## config.mk

```make
export PLATFORM = sky130hd
export DESIGN_NAME = descrambler_ctrl
export DESIGN_NICKNAME = d
export VERILOG_FILES = /design/src/rtl/descrambler_pkg.sv /design/src/rtl/descr_lfsr.sv /design/src/rtl/descrambler_ctrl.sv
export SDC_FILE = /design/constraint.sdc
export NUM_CORES = 1
export LEC_CHECK = 0
export ABC_AREA = 1
export CAP_MARGIN = 0
export CORE_ASPECT_RATIO = 2
export CORE_MARGIN = 1.5
export CORE_UTILIZATION = 31
export CTS_CLUSTER_DIAMETER = 200
export DETAILED_ROUTE_END_ITERATION = 10
export SYNTH_ARGS = -nofsm -noshare
export SYNTH_HDL_FRONTEND = slang
export SYNTH_SLANG_ARGS = --single-unit
```

## constraint.sdc

```tcl
create_clock -name clock -period 1.5 [get_ports clock]
set_clock_uncertainty 0.15 [all_clocks]
set_input_delay 0.3 -clock clock [delete_from_list [all_inputs] [get_ports clock]]
set_output_delay 0.3 -clock clock [all_outputs]
set_load 0.1 [all_outputs]
```

## src/rtl/descrambler_pkg.sv

```systemverilog
// descrambler_pkg: shared state encoding, field sizes and keystream tap for the 802.11 descrambler
package descrambler_pkg;
    localparam int SEED_BITS    = 7;
    localparam int SERVICE_BITS = 16;
    localparam int TAP_HI       = 6;
    localparam int TAP_LO       = 3;
    localparam logic [3:0] SEED_LAST = 4'(SEED_BITS - 1);
    localparam logic [3:0] SVC_LAST  = 4'(SERVICE_BITS - SEED_BITS - 1);

    typedef enum logic [2:0] {IDLE, SEED, SVC, DATA, DONE} state_t;

    function automatic logic keystream(input logic [SEED_BITS-1:0] s);
        return s[TAP_HI] ^ s[TAP_LO];
    endfunction
endpackage

```

## src/rtl/descr_lfsr.sv

```systemverilog
// descr_lfsr: x^7+x^4+1 descrambler LFSR, loads received bits during seed recovery, free-runs otherwise
module descr_lfsr
    import descrambler_pkg::*;
(
    input  logic                 clock,
    input  logic                 reset,
    input  logic                 clr,
    input  logic                 load_shift,
    input  logic                 step,
    input  logic                 din,
    output logic [SEED_BITS-1:0] s,
    output logic                 k
);
    assign k = keystream(s);

    // seed bits equal the keystream, so they are shifted in directly; later bits shift in k
    always_ff @(posedge clock or posedge reset)
        if (reset)           s <= '0;
        else if (clr)        s <= '0;
        else if (load_shift) s <= {s[SEED_BITS-2:0], din};
        else if (step)       s <= {s[SEED_BITS-2:0], k};
endmodule

```

## src/rtl/descrambler_ctrl.sv

```systemverilog
// descrambler_ctrl: seed recovery, SERVICE skip and LSB-first PSDU byte packing; DESCRAMBLER_CTRL_SERVICE_CHECK_EN enables the SERVICE reserved-bit check
module descrambler_ctrl
    import descrambler_pkg::*;
#(
    parameter int LEN_W = 12
) (
    input  logic                 clock,
    input  logic                 reset,
    input  logic                 start,
    input  logic [LEN_W-1:0]     len,
    input  logic                 abort,
    input  logic                 in_valid,
    output logic                 in_ready,
    input  logic                 bit_in,
    output logic                 out_valid,
    input  logic                 out_ready,
    output logic [7:0]           out_byte,
    output logic                 busy,
    output logic                 done,
    output logic                 service_err,
    output logic [SEED_BITS-1:0] lfsr_state
);
    state_t           state;
    logic [LEN_W-1:0] byte_cnt;
    logic [3:0]       bit_cnt;
    logic [7:0]       shreg;
    logic [7:0]       byte_nxt;
    logic             k;
    logic             plain;
    logic             accept;

    assign in_ready = (state == SEED || state == SVC || state == DATA) && !out_valid;
    assign accept   = in_valid && in_ready;
    assign plain    = bit_in ^ k;

    descr_lfsr u_lfsr (
        .clock      (clock),
        .reset      (reset),
        .clr        (abort || (state == IDLE && start)),
        .load_shift (accept && state == SEED),
        .step       (accept && (state == SVC || state == DATA)),
        .din        (bit_in),
        .s          (lfsr_state),
        .k          (k)
    );

    // merge the current plain bit into the partial byte at its LSB-first position
    always_comb begin
        byte_nxt = shreg;
        byte_nxt[bit_cnt[2:0]] = plain;
    end

    // frame sequencer with counters, byte packer and registered handshake/status outputs
    always_ff @(posedge clock or posedge reset)
        if (reset) begin
            state     <= IDLE;
            byte_cnt  <= '0;
            bit_cnt   <= '0;
            shreg     <= '0;
            out_byte  <= '0;
            out_valid <= 1'b0;
            busy      <= 1'b0;
            done      <= 1'b0;
        end else if (abort) begin
            state     <= IDLE;
            byte_cnt  <= '0;
            bit_cnt   <= '0;
            shreg     <= '0;
            out_valid <= 1'b0;
            busy      <= 1'b0;
            done      <= 1'b0;
        end else begin
            done <= 1'b0;
            case (state)
                IDLE: if (start) begin
                    byte_cnt <= len;
                    bit_cnt  <= '0;
                    shreg    <= '0;
                    busy     <= 1'b1;
                    state    <= SEED;
                end
                SEED: if (accept) begin
                    bit_cnt <= (bit_cnt == SEED_LAST) ? 4'd0 : bit_cnt + 4'd1;
                    state   <= (bit_cnt == SEED_LAST) ? SVC : SEED;
                end
                SVC: if (accept) begin
                    if (bit_cnt == SVC_LAST) begin
                        bit_cnt <= '0;
                        state   <= (byte_cnt == '0) ? DONE : DATA;
                        done    <= (byte_cnt == '0);
                        busy    <= (byte_cnt != '0);
                    end else begin
                        bit_cnt <= bit_cnt + 4'd1;
                    end
                end
                DATA: if (out_valid) begin
                    if (out_ready) begin
                        out_valid <= 1'b0;
                        byte_cnt  <= byte_cnt - LEN_W'(1);
                        state     <= (byte_cnt == LEN_W'(1)) ? DONE : DATA;
                        done      <= (byte_cnt == LEN_W'(1));
                        busy      <= (byte_cnt != LEN_W'(1));
                    end
                end else if (accept) begin
                    shreg   <= byte_nxt;
                    bit_cnt <= {1'b0, bit_cnt[2:0] + 3'd1};
                    if (bit_cnt[2:0] == 3'd7) begin
                        out_byte  <= byte_nxt;
                        out_valid <= 1'b1;
                    end
                end
                DONE: state <= IDLE;
                default: state <= IDLE;
            endcase
        end

`ifdef DESCRAMBLER_CTRL_SERVICE_CHECK_EN
    logic svc_err_q;

    // sticky flag for any reserved SERVICE bit that descrambles to 1, cleared only by a new start
    always_ff @(posedge clock or posedge reset)
        if (reset)                             svc_err_q <= 1'b0;
        else if (abort)                        svc_err_q <= svc_err_q;
        else if (state == IDLE && start)       svc_err_q <= 1'b0;
        else if (state == SVC && accept && plain) svc_err_q <= 1'b1;

    assign service_err = svc_err_q;
`else
    assign service_err = 1'b0;
`endif
endmodule

```

==> key figures, run 1 <==
Synth
  • Synth Net Count: 408
  • Proportion of netlist area held by the largest area contributor: 41.6%
  • Post-synthesis sequential area ratio: about two fifths
  • Unique masters post-synth: 33
  • Share of synthesized registers carrying an async set or reset: between 90% and 100%
  • Main combinational cell family by area after synthesis: simple AND/OR/NAND/NOR gates
  • XOR/XNOR Fraction of Synth Area: less than 1%
  • Average cell area after synthesis: between 7 and 8 um2
  • Post-synth top area cell: sky130_fd_sc_hd__dfrtp_1
  • Number of warning messages in the yosys log: 0
  • Number of standard cells after synthesis: 382
  • EDFF count, synth: 0
  • Adder and majority gate portion of the synthesized area: roughly 3.2%
  • Cell area after synthesis: 2710 um2
  • Predominant post-synthesis flop cell: sky130_fd_sc_hd__dfrtp_1
  • Mux contribution to synthesized area: 0%
  • Dominant cells by area after synthesis: sky130_fd_sc_hd__dfrtp_1 (42%), sky130_fd_sc_hd__nand2_1 (17%), sky130_fd_sc_hd__nand3_1 (8.3%)
  • Most instantiated library cell after synthesis: sky130_fd_sc_hd__nand2_1
  • Post-synthesis sequential element count: between 40 and 50
  • Area fraction in and, or, nand and nor cells after synthesis: a little over a third
  • Leading post-synthesis cells by instance count: sky130_fd_sc_hd__nand2_1 (121), sky130_fd_sc_hd__dfrtp_1 (45), sky130_fd_sc_hd__nand3_1 (45), sky130_fd_sc_hd__inv_1 (42), sky130_fd_sc_hd__nor2_1 (37)
  • Fraction of the mapped netlist area in compound gates: a little over 10%

Cells and area
  • Area growth, synth to finish: 76.4%
  • Fin nets: roughly 530
  • Final design instance area without fill: roughly 4800 um2
  • Core occupancy in the finished layout: a little under three fifths
  • Diodes inserted: 0
  • Fraction of layout cells with a size suffix above 1: between 40 and 50%

Clock tree
  • Number of sinks driven by the clock tree: 45
  • Root cell of the clock tree: sky130_fd_sc_hd__clkbuf_16
  • Worst-Skew Late Latency: slightly below 0.3 ns
  • Number of buffers inserted for hold repair after clock tree synthesis: 0
  • Total number of H-tree levels: 2
  • Total clock buffers created by CTS: 5
  • Clock slew at reported path FFs: roughly 0.060 ns
  • Maximum clock path buffer count: 2
  • CTS tree: yes

Pwr
  • Leak Pwr: between 2 and 2.5 nW
  • Net switching share of the total power: between 30 and 40%
  • Clock power share: about a quarter
  • Logic gate share of total power: 48.6%
  • Share of power burned in registers: about 28%
  • Largest voltage drop on the vdd net: ~1.0 mV
  • Net switching power of the design: 0.00206 W
  • Power per unit of standard cell area: approximately 1100 nW/um2
  • Internal power: 0.00320 W

Route
  • Total detailed-routing wirelength: 9.10 mm
  • Via density per instance: about 5.0
  • Drt first pass iters: 4
  • Wire length per cell after detailed routing: 15.1 um
  • First-iteration detailed-routing DRC count: about 110
  • Routed via count: roughly 3000
  • DRC violations left: 0
  • Detail Route Antenna Nets: 0

Global routing
  • Global Route Usage Sum: 19.1%
  • Total congestion overflow after global routing: 0
  • Pin count of the biggest net entering global routing: 23
  • First-pass GRT wire length: approximately 14 mm
  • Number of antenna violations at the first check in global routing: 0
  • Via count of the first global-routing pass: 3139

Timing
  • Period utilisation layout: 116%
  • Number of max-slew violations in the final report: 0
  • Min setup slack post-route: -0.233 ns
  • Maximum achievable frequency: 0.577 GHz
  • Worst hold slack: roughly 0.12 ns
  • RSZ-0062 raised after global routing: true
  • Number of setup violations in the final report: slightly below 50
  • Final hold violations: 0
  • Clock period minus final worst setup slack: ~1.7 ns

Run status
  • Violated checks: setup timing
  • Run status: complete, but fails checks

Setup path
  • Launching instance or port of the critical path: out_valid
  • Worst path required time: about 1.1 ns
  • End point of the critical path: in_ready
  • FF-to-FF setup slack: -0.20 ns
  • Reg-to-Reg End: done
  • CP arrival: roughly 1.3 ns
  • Worst setup EP type: output pin
  • Critical Path Max Stage Delay: approximately 0.5 ns
  • Reg2reg path depth: 9
  • Chain of cells forming the critical path: buf_4 -> nor3_4 -> buf_12
  • Master of the slowest instance on the critical path: sky130_fd_sc_hd__dfrtp_4
  • Worst-path fanout max: 3
  • Origin of the critical flop-to-flop path: state[0]
  • Critical path class: flop to output pin
  • Nature of the critical path startpoint: flop

Die
  • Ports: 39
  • Chip height: between 100 and 150 um
  • Total core area: between 8000 and 9000 um2
  • Effective utilization at floorplan: between 30% and 40%
  • Standard-cell rows: between 40 and 50
  • DIE AREA: about 9300 um2
  • Die width: 69.1 um

Place
  • Half-perimeter wire length after placement: around 6.5 mm
  • Count of buffers inserted at the top-level ports: 37
  • Post-detailed-placement cell area: 3970 um2
  • Pre-CTS worst setup slack: -0.556 ns
  • GP Congestion: ~0.9

Run
  • Max-capacitance violation count: 0

Worst hold path
  • Worst hold-check path type: input pin to async pin
through the flow:
stage	power, W	cells	TNS [ns]
5_1_grt	0.00550	601	-8.94
6_report	0.00526	601	-5.25
2_1_floorplan	0.00258	382	-5.14
3_3_place_gp	0.00345	576	-18.52
4_1_cts	0.00505	596	-4.99
3_5_place_dp	0.00350	576	-20.04
worst min-delay path by stage:
stage                   from    endpoint
finish                 reset        busy
global route           reset        busy
CTS                    reset        busy
detailed placement  shreg[6]    shreg[6]
global placement    shreg[0]    shreg[0]
floorplan              reset  bit_cnt[0]
cell type report:
type                            instances  area, um2
Clock inverter                          2       35.0
Fill cell                             750       3750
Sequential cell                        45       1140
Inverter                               49        223
Multi-Input combinational cell        282       1800
Timing Repair Buffer                  117       1330
Tap cell                              100        125
Clock buffer                            6        129
routing by layer:
layer,GRT usage [%],up-vias,wire (um)
li1,-,1465,-
met1,16.4,1420,2790
met2,38.4,69,5470
met3,3.05,38,226
met4,13.0,0,610
met5,0,-,0
worst max-delay path: cells and delay by family (launching register included):
kind | cells | cell delay, ns
flip-flops | 1 | 0.50
buffers and inverters | 2 | 0.35
AND/OR/NAND/NOR | 1 | 0.14
power by group through the flow:
stage,logic [W],registers [W],clock network (W)
final,0.00256,0.00145,0.00125
after global routing,0.00273,0.00146,0.00132
after CTS,0.00233,0.00145,0.00128
after detailed placement,0.00203,0.00147,0
after global placement,0.00199,0.00146,0
after floorplan,0.00103,0.00155,0
cell usage in the layout (no fill, tap or decap), types with 6 or more instances in the layout:
master and instances:
sky130_fd_sc_hd__o21ai_2 9, sky130_fd_sc_hd__nor2_2 10, sky130_fd_sc_hd__nand2_2 16, sky130_fd_sc_hd__buf_12 24, sky130_fd_sc_hd__buf_6 16, sky130_fd_sc_hd__nor2_1 23, sky130_fd_sc_hd__nand3_4 6, sky130_fd_sc_hd__nand3_2 14
sky130_fd_sc_hd__nor2_4 6, sky130_fd_sc_hd__o21ai_1 21, sky130_fd_sc_hd__inv_2 13, sky130_fd_sc_hd__inv_1 29, sky130_fd_sc_hd__buf_4 55, sky130_fd_sc_hd__nand2_4 10, sky130_fd_sc_hd__nand2_1 99, sky130_fd_sc_hd__nand3_1 28
sky130_fd_sc_hd__dfrtp_1 40, sky130_fd_sc_hd__clkdlybuf4s50_1 17
repair_timing:
item	in CTS	in global routing
gates resized for setup	83	73
pin swaps	21	27
setup buffers	11	7
cloned	1	0
endpoints found under the setup margin	49	49
state kept, by name, indices dropped and copies added, names as in the netlist:
signal	count
byte_cnt	12
out_byte	8
shreg	8
u_lfsr.s	7
bit_cnt	4
state	3
busy	1
done	1
out_valid	1
kinds of logic after synthesis:
kind of cell	Yosys count
and+or+nand+nor	221
other	1
xor gates and xnor gates	2
AOI/OAI and AO/OA	51
adders and majority gates	7
DFF	45
buffers and inverters	55
(Power assumes the default switching activity.)
==> run 2: changes to the inputs <==
Clock period 1.5 ns to 2 ns, I/O delays scaled along.
==> run 2 against run 1 <==
Effect of this change:
- the run now ends clean
- design area fell by 23%
- final cell count decreased by 10%
- sequential power shrank 24%
- critical path type unchanged
- largest power group unchanged
- worst setup slack better by 0.37 ns
==> key figures, run 2 (synthesized netlist as in run 1, its figures left out) <==
Die
  • Effective utilization at floorplan: 31.7% (unchanged)
  • Standard-cell rows: 48 (unchanged)
  • Die width: 69.1 um (unchanged)
  • Chip height: 135 um (unchanged)
  • DIE AREA: 9340 um2 (unchanged)
  • Ports: 39 (unchanged)
  • Total core area: 8530 um2 (unchanged)

Setup path
  • Critical path class: flop to output pin
  • Worst setup EP type: output pin
  • Worst path required time: 1.45 ns (+0.40 ns)
  • Nature of the critical path startpoint: flop
  • CP arrival: 1.31 ns (+0.03 ns)
  • Worst-path fanout max: 6 (+3)

Pwr
  • Power per unit of standard cell area: 861 nW/um2 (-22%)
  • Leak Pwr: 1.79 nW (-21%)
  • Largest voltage drop on the vdd net: 0.431 mV (-57%)
  • PnR Total Power: 0.00317 W (-40%)

Route
  • Detail Route Antenna Nets: 0 (unchanged)
  • First-iteration detailed-routing DRC count: 152 (+39%)
  • Total detailed-routing wirelength: 7.28 mm (-20%)
  • Routed via count: 2670 (-11%)
  • DRC violations left: 0 (unchanged)
  • Via density per instance: 4.94 (-0.68%)
  • Wire length per cell after detailed routing: 13.5 um (-11%)
  • Drt first pass iters: 4 (unchanged)

Cells and area
  • Fin nets: 465 (-12%)
  • Registers with the most flip-flops: byte_cnt x12, out_byte x8, shreg x8
  • Fraction of layout cells with a size suffix above 1: 15.7% (-28 points)
  • Max reg flops: 12 (unchanged)
  • Reg with most FFs: byte_cnt
  • Diodes inserted: 0 (unchanged)
  • Area growth, synth to finish: 36.1%
  • Most frequent cells in the layout: sky130_fd_sc_hd__nand2_1 (121), sky130_fd_sc_hd__nand3_1 (45), sky130_fd_sc_hd__dfrtp_1 (42)
  • Most frequent standard cell in the layout excluding fill and tap cells: sky130_fd_sc_hd__nand2_1

Place
  • Half-perimeter wire length after placement: 5.80 mm (-11%)
  • Count of buffers inserted at the top-level ports: 37 (unchanged)
  • GP Congestion: 0.883 (-1.7%)

Clock tree
  • Number of buffers inserted for hold repair after clock tree synthesis: 0 (unchanged)
  • Setup bufs post-CTS: 0 (-11)
  • CTS tree: yes
  • Clock slew at reported path FFs: 0.06 ns (about the same)
  • Root cell of the clock tree: sky130_fd_sc_hd__clkbuf_16
  • Number of sinks driven by the clock tree: 45 (unchanged)
  • Worst-Skew Late Latency: 0.30 ns (about the same)
  • Total number of H-tree levels: 2 (unchanged)
  • Maximum clock path buffer count: 2 (unchanged)
  • Resized Gates After CTS: 0 (-100%)
  • Total clock buffers created by CTS: 5 (unchanged)

Timing
  • Number of setup violations in the final report: 0 (-100%)
  • Clock period minus final worst setup slack: around 1.9 ns
  • Number of max-slew violations in the final report: 0 (unchanged)
  • Final hold violations: 0 (unchanged)
  • Worst hold slack: 0.281 ns (+0.161 ns)
  • Maximum achievable frequency: about 0.54 GHz
  • RSZ-0062 raised after global routing: false
  • Period utilisation layout: slightly above 90%

Run
  • Max-capacitance violation count: 0 (unchanged)

Worst hold path
  • Worst hold-check path type: input pin to async pin

Global routing
  • Total congestion overflow after global routing: 0 (unchanged)
  • Via count of the first global-routing pass: 2768 (-12%)
  • Number of antenna violations at the first check in global routing: 0 (unchanged)
  • Global Route Usage Sum: 16.6% (-2.5 points)
  • First-pass GRT wire length: 12.4 mm (-12%)
  • Pin count of the biggest net entering global routing: 46 (+100%)

Run status
  • Run status: completed
==> run 2: cell types whose count changed in the layout (fill, tap and decap cells not counted), moves of 15 or more <==
| cell | previous run | this run |
|---|---|---|
| sky130_fd_sc_hd__buf_4 | 55 | 17 |
| sky130_fd_sc_hd__o21ai_0 | 5 | 30 |
| sky130_fd_sc_hd__o21ai_1 | 21 | 6 |
| sky130_fd_sc_hd__nand3_1 | 28 | 45 |
| sky130_fd_sc_hd__nand2_1 | 99 | 121 |
| sky130_fd_sc_hd__buf_6 | 16 | 0 |
==> run 2: final cells by class <==
type                            count  area, um2
Clock inverter                      3       21.3
Tap cell                          100        125
Timing Repair Buffer               56        728
Multi-Input combinational cell    282       1370
Sequential cell                    45       1130
Clock buffer                        5        125
Inverter                           49        191
Fill cell                         855       4840
==> run 2: worst paths after layout <==
path / cells past startpoint / end / start / slack (ns)
max in group asynchronous: 3 / u_lfsr.s[3] / reset / 1.16
min reg2reg: 2 / shreg[0] / shreg[0] / 0.39
max reg2reg: 9 / byte_cnt[10] / byte_cnt[1] / 0.19
min: 3 / state[2] / reset / 0.28
min in group clock: 2 / shreg[0] / shreg[0] / 0.39
max: 4 / in_ready / state[0] / 0.14
==> run 2: power breakdown <==
group	total (W)	internal [W]	switching (W)
clock network	0.000833	0.000465	0.000368
logic	0.00124	0.000447	0.000796
registers	0.00110	0.000993	0.000103
==> run 2: metrics by stage <==
step / area (um2) / setup slack [ns] / cells / TNS (ns) / util (%)
6_report: 3690 / 0.137 / 540 / 0 / 43.2
5_1_grt: 3690 / 0.0375 / 540 / 0 / 43.2
4_1_cts: 3690 / 0.123 / 540 / 0 / 43.2
3_5_place_dp: 3540 / -0.123 / 532 / -2.03 / 41.5
3_3_place_gp: 3540 / -0.0415 / 532 / -0.517 / 41.5
2_1_floorplan: 2720 / -0.0439 / 382 / -0.0439 / -
==> run 2: per-layer routing <==
metal / wire length (um) / GRT usage [%] / vias to the layer above / share of wire, %
met1: 2500 / 15.0 / 1245 / 34
met5: 0 / 0 / - / 0
li1: - / - / 1336 / -
met2: 4220 / 33.0 / 63 / 58
met4: 375 / 11.2 / 0 / 5.2
met3: 185 / 2.16 / 26 / 2.5
==> run 2: worst max-delay path, cell delays in order (launching register included) <==
cell	delay, ns
sky130_fd_sc_hd__dfrtp_1	0.44
sky130_fd_sc_hd__nor2_1	0.09
sky130_fd_sc_hd__buf_4	0.15
sky130_fd_sc_hd__nor3_4	0.14
sky130_fd_sc_hd__buf_12	0.20
